File: src/rtl/pipe_pkg.sv
// Shared defaults and the stage record for the pipeline register chain.
package pipe_pkg;
  localparam int DEF_WIDTH = 16;
  localparam int DEF_DEPTH = 3;
  localparam int DEF_CNT_W = 16;

  typedef struct packed {
    logic                 valid;
    logic [DEF_WIDTH-1:0] data;
  } stage_t;
endpackage

File: src/rtl/pipe_stage.sv
// One valid/data pipeline register: load-enable takes the upstream entry,
// kill drops the valid bit while the data is held.
module pipe_stage import pipe_pkg::*; #(
  parameter int WIDTH = DEF_WIDTH
) (
  input  logic             clk,
  input  logic             rst,
  input  logic             en,
  input  logic             kill,
  input  logic             inValid,
  input  logic [WIDTH-1:0] inData,
  output logic             valid,
  output logic [WIDTH-1:0] data
);
  always_ff @(posedge clk) begin
    if (rst) begin
      valid <= 1'b0;
      data  <= '0;
    end else if (en) begin
      valid <= inValid;
      data  <= inData;
    end else if (kill) begin
      valid <= 1'b0;
    end
  end
endmodule

File: src/rtl/pipe_reg_chain.sv
// DEPTH-stage register chain with hold, bubble and per-stage flush.
// Performance counters are built only when PIPE_REG_CHAIN_PERF_EN is defined.
module pipe_reg_chain import pipe_pkg::*; #(
  parameter int WIDTH = DEF_WIDTH,
  parameter int DEPTH = DEF_DEPTH,
  parameter int CNT_W = DEF_CNT_W
) (
  input  logic                   clk,
  input  logic                   rst,
  input  logic                   in_valid,
  input  logic [WIDTH-1:0]       in_data,
  input  logic                   hold,
  input  logic                   bubble,
  input  logic [DEPTH-1:0]       flush_mask,
  output logic                   in_ready,
  output logic [DEPTH-1:0]       stage_valid,
  output logic [DEPTH*WIDTH-1:0] stage_data,
  output logic                   out_valid,
  output logic [WIDTH-1:0]       out_data,
  output logic [CNT_W-1:0]       stall_cycles,
  output logic [CNT_W-1:0]       flush_count
);
  logic [DEPTH-1:0]            vEff;
  logic [DEPTH-1:0][WIDTH-1:0] dataQ;

  assign vEff       = stage_valid & ~flush_mask;
  assign in_ready   = ~hold & ~bubble;
  assign stage_data = dataQ;
  assign out_valid  = vEff[DEPTH-1];
  assign out_data   = dataQ[DEPTH-1];

  for (genvar i = 0; i < DEPTH; i++) begin : gStage
    logic             en, kill, srcValid;
    logic [WIDTH-1:0] srcData;
    if (i == 0) begin : gHead
      // A bubble leaves stage 0 data in place and only drops its valid.
      assign en       = ~hold & ~bubble;
      assign kill     = hold ? flush_mask[0] : bubble;
      assign srcValid = in_valid;
      assign srcData  = in_data;
    end else begin : gBody
      assign en       = ~hold;
      assign kill     = flush_mask[i];
      assign srcValid = vEff[i-1];
      assign srcData  = dataQ[i-1];
    end
    pipe_stage #(.WIDTH(WIDTH)) uStage (
      .clk(clk), .rst(rst), .en(en), .kill(kill),
      .inValid(srcValid), .inData(srcData),
      .valid(stage_valid[i]), .data(dataQ[i])
    );
  end

`ifdef PIPE_REG_CHAIN_PERF_EN
  localparam int SW = CNT_W + 9;
  localparam logic [CNT_W-1:0] CNT_MAX = '1;
  logic [CNT_W-1:0] stallQ, flushQ;
  logic [SW-1:0]    killCnt, flushSum;

  always_comb begin
    killCnt = '0;
    for (int i = 0; i < DEPTH; i++)
      killCnt = killCnt + SW'(stage_valid[i] & flush_mask[i]);
    flushSum = SW'(flushQ) + killCnt;
  end

  // Both counters stick at all-ones rather than wrapping.
  always_ff @(posedge clk) begin
    if (rst) begin
      stallQ <= '0;
      flushQ <= '0;
    end else begin
      if (hold && stallQ != CNT_MAX) stallQ <= stallQ + CNT_W'(1);
      flushQ <= (flushSum > SW'(CNT_MAX)) ? CNT_MAX : flushSum[CNT_W-1:0];
    end
  end

  assign stall_cycles = stallQ;
  assign flush_count  = flushQ;
`else
  assign stall_cycles = '0;
  assign flush_count  = '0;
`endif
endmodule

File: config.mk
export PLATFORM = sky130hd
export DESIGN_NAME = pipe_reg_chain
export DESIGN_NICKNAME = d
export VERILOG_FILES = /design/src/rtl/pipe_pkg.sv /design/src/rtl/pipe_stage.sv /design/src/rtl/pipe_reg_chain.sv
export SDC_FILE = /design/constraint.sdc
export NUM_CORES = 1
export LEC_CHECK = 0
export ABC_AREA = 1
export BUFFER_PORTS_ARGS = -buffer_cell sky130_fd_sc_hd__buf_2
export CORE_UTILIZATION = 49
export CTS_BUF_LIST = sky130_fd_sc_hd__clkbuf_8
export DETAILED_ROUTE_END_ITERATION = 8
export PLACE_DENSITY = 0.93
export REMOVE_ABC_BUFFERS = 1
export SKIP_LAST_GASP = 1
export SLEW_MARGIN = 20
export SYNTH_ARGS = -nofsm -noshare
export SYNTH_HDL_FRONTEND = slang
export SYNTH_HIERARCHICAL = 1
export SYNTH_SLANG_ARGS = --single-unit
File: constraint.sdc
create_clock -name clk -period 1.5 [get_ports clk]
set_input_delay 0.15 -clock clk [delete_from_list [all_inputs] [get_ports clk]]
set_output_delay 0.15 -clock clk [all_outputs]
set_load 0.005 [all_outputs]
## Yosys cells after proc, flatten, opt, wreduce, memory -nomap -nowiden

Index checks and enable logic that the tools add are counted.

| operators by class | value |
|---|---|
| $add $sub $neg | 0 |
| multipliers | 0 |
| div/mod/pow operators | 0 |
| $lt $le $gt $ge | 0 |
| eq/ne operators | 2 |
| shift-type cells | 0 |
| muxes and demuxes | 7 |
| bitwise gates (word level) | 5 |
| reduce and logical (&&, ||, !) cells | 1 |

Operators with widths:

| cell | count |
|---|---|
| 1-bit two-way mux | 7 |
| 2-bit by 1-bit inequality test with 1-bit output (second input constant) | 2 |
| 3-bit AND | 1 |
| 3-bit inverter | 1 |
| 1-bit inverter | 2 |
| 2-bit nonzero test | 1 |
| 1-bit AND | 1 |

| word-level totals | value |
|---|---|
| bits in registers | 51 |
| latch bits | 0 |
| memory bits (writable) | 0 |
| ROM bits | 0 |
| output and inout bits | 101 |
| word-level logic and storage cells | 21 |
| memories kept | 0 |

## Logic depth before layout (Yosys ltp)

| logic depth | value |
|---|---|
| word-level depth | 3 |
| depth in mapped cells | 6 |

## Cells and area by module

Netlist, hierarchy kept.

Modules (own cells, without submodules):

| module | instances | cells an instance | area each (um^2) | sequential area each (um^2) |
|---|---|---|---|---|
| pipe_stage | 3 | 77 | 628.1 | 340.3 |
| pipe_reg_chain | 1 | 60 | 407.9 | 0.0 |

## Worst setup path before layout

OpenSTA, ideal clock, no wires.

| timing | value |
|---|---|
| path type | input to register |
| start | input hold |
| end | register gStage[0].uStage.data[3] |
| arrival | 773 ps |
| setup slack | 611 ps |
| stages on the path | 6 |
| path through | nor2_1 -> buf_6 -> inv_8 -> buf_8 -> nor2_1 -> nor2_1 |

| on the way | value |
|---|---|
| longest elaborated chain between the ends | 2 |

Ends and longest elaborated chain:

| what | RTL line | RTL |
|---|---|---|
| start: declaration | pipe_reg_chain.sv:12 | `input logic hold,` |
| 1-bit inverter | - |  |
| 1-bit AND | pipe_reg_chain.sv:37 | `assign en = ~hold & ~bubble;` |
| end signal: assignment | pipe_stage.sv:21 | `data <= inData;` |
| end: declaration | pipe_stage.sv:13 | `output logic [WIDTH-1:0] data` |

No other way between the ends.
A chain may end at the register's enable or synchronous reset.

## Final worst setup path

| timing | value |
|---|---|
| start | register gStage[2].uStage.valid |
| end | output out_valid |

| on the way | value |
|---|---|
| longest elaborated chain between the ends | 1 |

Ends and longest elaborated chain:

| what | RTL line | RTL |
|---|---|---|
| start: declaration | pipe_stage.sv:12 | `output logic valid,` |
| start signal: assignment | pipe_stage.sv:20 | `valid <= inValid;` |
| 3-bit AND | pipe_reg_chain.sv:26 | `assign vEff = stage_valid & ~flush_mask;` |
| end: declaration | pipe_reg_chain.sv:18 | `output logic out_valid,` |

No other way between the ends.

==> results.yml <==
run_status:
  outcome: "complete, no violations"
worst_setup_path:
  startpoint: "gStage[2].uStage/valid$_SDFFE_PP0P_"
  cp.required_ns: 1.35
  rrSetupSlack_ns: 0.72
  start_kind: "flop"
  reg2regPathDepth: 6
  crit_path_end_kind: "primary output"
  crit_path_max_fanout: 3
  crit_type: "reg2out"
  cp-endpoint: "out_valid"
  crit_arrival_ns: 0.91
  r2r_start: "gStage[0].uStage/valid$_SDFFE_PP0P_"
  regToRegEndpoint: "gStage[1].uStage/valid$_SDFFE_PP0P_"
final_layout:
  final_net_count: 387
  antenna_cells: 0
  ff_latch_area_um2: 1020
  area_growth_pct: 11.4
  fillers: 422
  multi_input_area_um2: 808
  final_common_cell: "nor2_1"
  drive_gt1_share_pct: 31.1
  mostFrequentLayoutCells: "nor2_1, buf_2, dfxtp_1"
pwr:
  power_leakage_nw: 1.40
  p_per_area_nw_per_um2: 1050
  ir_drop_mv: 0.475
job:
  timing.max_cap.violations: 0
die:
  start_util_pct: 51.9
  core_um2: 4410
  die_x_um: 70.4
  die_h_um: 70.4
  num_rows: 24
  dieArea_um2: 4960
  ioPinCount: 125
cts:
  clock_latency_ns: 0.30
  clk_pin_slew_ns: 0.09
  cts_tree: "built"
  root_buffer: "clkbuf_8"
  postCtsSetupRepairBufs: 0
  numCtsBuffers: 5
  cts.repair.resized: 0
  cts.sinks: 51
  holdBufCountCts: 0
  cts_buffer_depth: 2
  htreeDepth: 2
drt:
  detail-route-antenna-nets: 0
  routed_via_density: 4.64
  drt_iter0_drc: 102
  dr_total_vias: 1925
  routed_wl_um: 4970
  wl_per_cell_um: 12.0
  route.detailed.drc: 0
  drt_pass1_iterations: 4
global_routing:
  grt_pass1_vias: 1735
  grt_usage_pct: 19.8
  grt_pass1_wl_um: 7680
  grt_max_degree: 23
  antenna_found_initial: 0
  gr-total-overflow: 0
sta:
  timing.hold.ws_ns: 0.0723
  fin_crit_ns: 1.06
  finalHoldViolCount: 0
  setup_viol: 0
  setup_slack_ns: 0.444
  rsz0062_at_grt: "no"
  fin_skew_ns: 0.00612
  period_share_pct: 70.4
  drv_slew: 0
  timing.fmax_mhz: 947
  fin_tns_setup_ns: 0
synth:
  yosys_warnings: 6
  synth_cell_types: 16
  ys.flop_type: "dfxtp_1"
  ys_async_sr_fraction_pct: 0
  synth_seq_area_share_pct: 44.5
  netlist_instances: 291
  netlist_area_um2: 2290
  synth-edff-count: 0
  synth_seq_cells: 51
  syn_area_per_cell_um2: 7.88
place:
  port_buffers: 92
  place_congestion: 0.794
  pre_cts_ws_ns: 0.410
  dpl.hpwl_um: 3500
worst_hold_path:
  min_path_type: "in2reg"
## logic make-up (layout without fill, tap and decap cells)
family                 after synthesis  after routing  synth area share [%]
AO/OA/AOI/OAI                       51             51                  11.1
buffers and inverters               76            117                  25.4
flip-flops                          51             51                  44.5
other                                1             32                 0.164
AND/OR/NAND/NOR                    112            112                  18.8
## state kept, by name, indices dropped and copies added, names as in the netlist
name / cells
gStage.uStage/data: 48
gStage.uStage/valid: 3
## synthesized netlist by cell type, types with 4 or more instances
cell	count	area share (%)
buf_8	6	3.9
inv_1	9	1.5
nor2_1	100	16
o21ai_0	21	4.6
buf_4	48	16
o21ai_1	27	5.9
dfxtp_1	51	45
inv_2	4	0.65
nand2_1	8	1.3
## routing by layer
| metal | share of wire (%) | global-route usage, % |
|---|---|---|
| met1 | 39 | 20.9 |
| met2 | 53 | 35.7 |
| met3 | 6.2 | 4.04 |
| met4 | 2.3 | 12.2 |
| met5 | 0 | 0 |
## power breakdown
part           switching (mW)  leakage (nW)  internal, mW  total, mW
registers              0.0658         0.421          1.44       1.51
logic                   0.221         0.936         0.165      0.386
clock network           0.424        0.0470         0.363      0.787
total                   0.712          1.40          1.97       2.68
## cell type report
class / count / area share (%)
sequential: 51 / 40.0
multi-input combinational: 195 / 31.7
timing repair buffer: 94 / 19.1
clock buffer: 6 / 3.24
inverter: 16 / 3.24
tap: 52 / 2.55
clock inverter: 1 / 0.196
## worst min-delay path by stage
stage                     slack (ns)   startpoint                                      to  cells past startpoint
after floorplan                 0.28   in_data[4]   gStage[0].uStage/data[4]$_SDFFE_PP0P_                      2
after global placement          0.37  in_data[15]  gStage[0].uStage/data[15]$_SDFFE_PP0P_                      3
after detailed placement        0.38   in_data[9]   gStage[0].uStage/data[9]$_SDFFE_PP0P_                      3
after CTS                       0.07   in_data[9]   gStage[0].uStage/data[9]$_SDFFE_PP0P_                      3
after global routing            0.08   in_data[2]   gStage[0].uStage/data[2]$_SDFFE_PP0P_                      3
final                           0.07   in_data[6]   gStage[0].uStage/data[6]$_SDFFE_PP0P_                      3
## metrics by stage
step / area, µm² / util, % / instances / total power, mW
floorplan: 1910 / - / 262 / 1.72
global placement: 2460 / 55.8 / 408 / 1.91
detailed placement: 2460 / 55.8 / 408 / 1.92
CTS: 2550 / 57.8 / 415 / 2.69
global route: 2550 / 57.8 / 415 / 2.79
finish: 2550 / 57.8 / 415 / 2.68
## critical path, stage by stage, from the launching register on
cell and delay [ns]:
dfxtp_1 0.36, inv_1 0.05, nor2_1 0.08, buf_2 0.12
No activity file was read; power rests on OpenSTA's default activity.
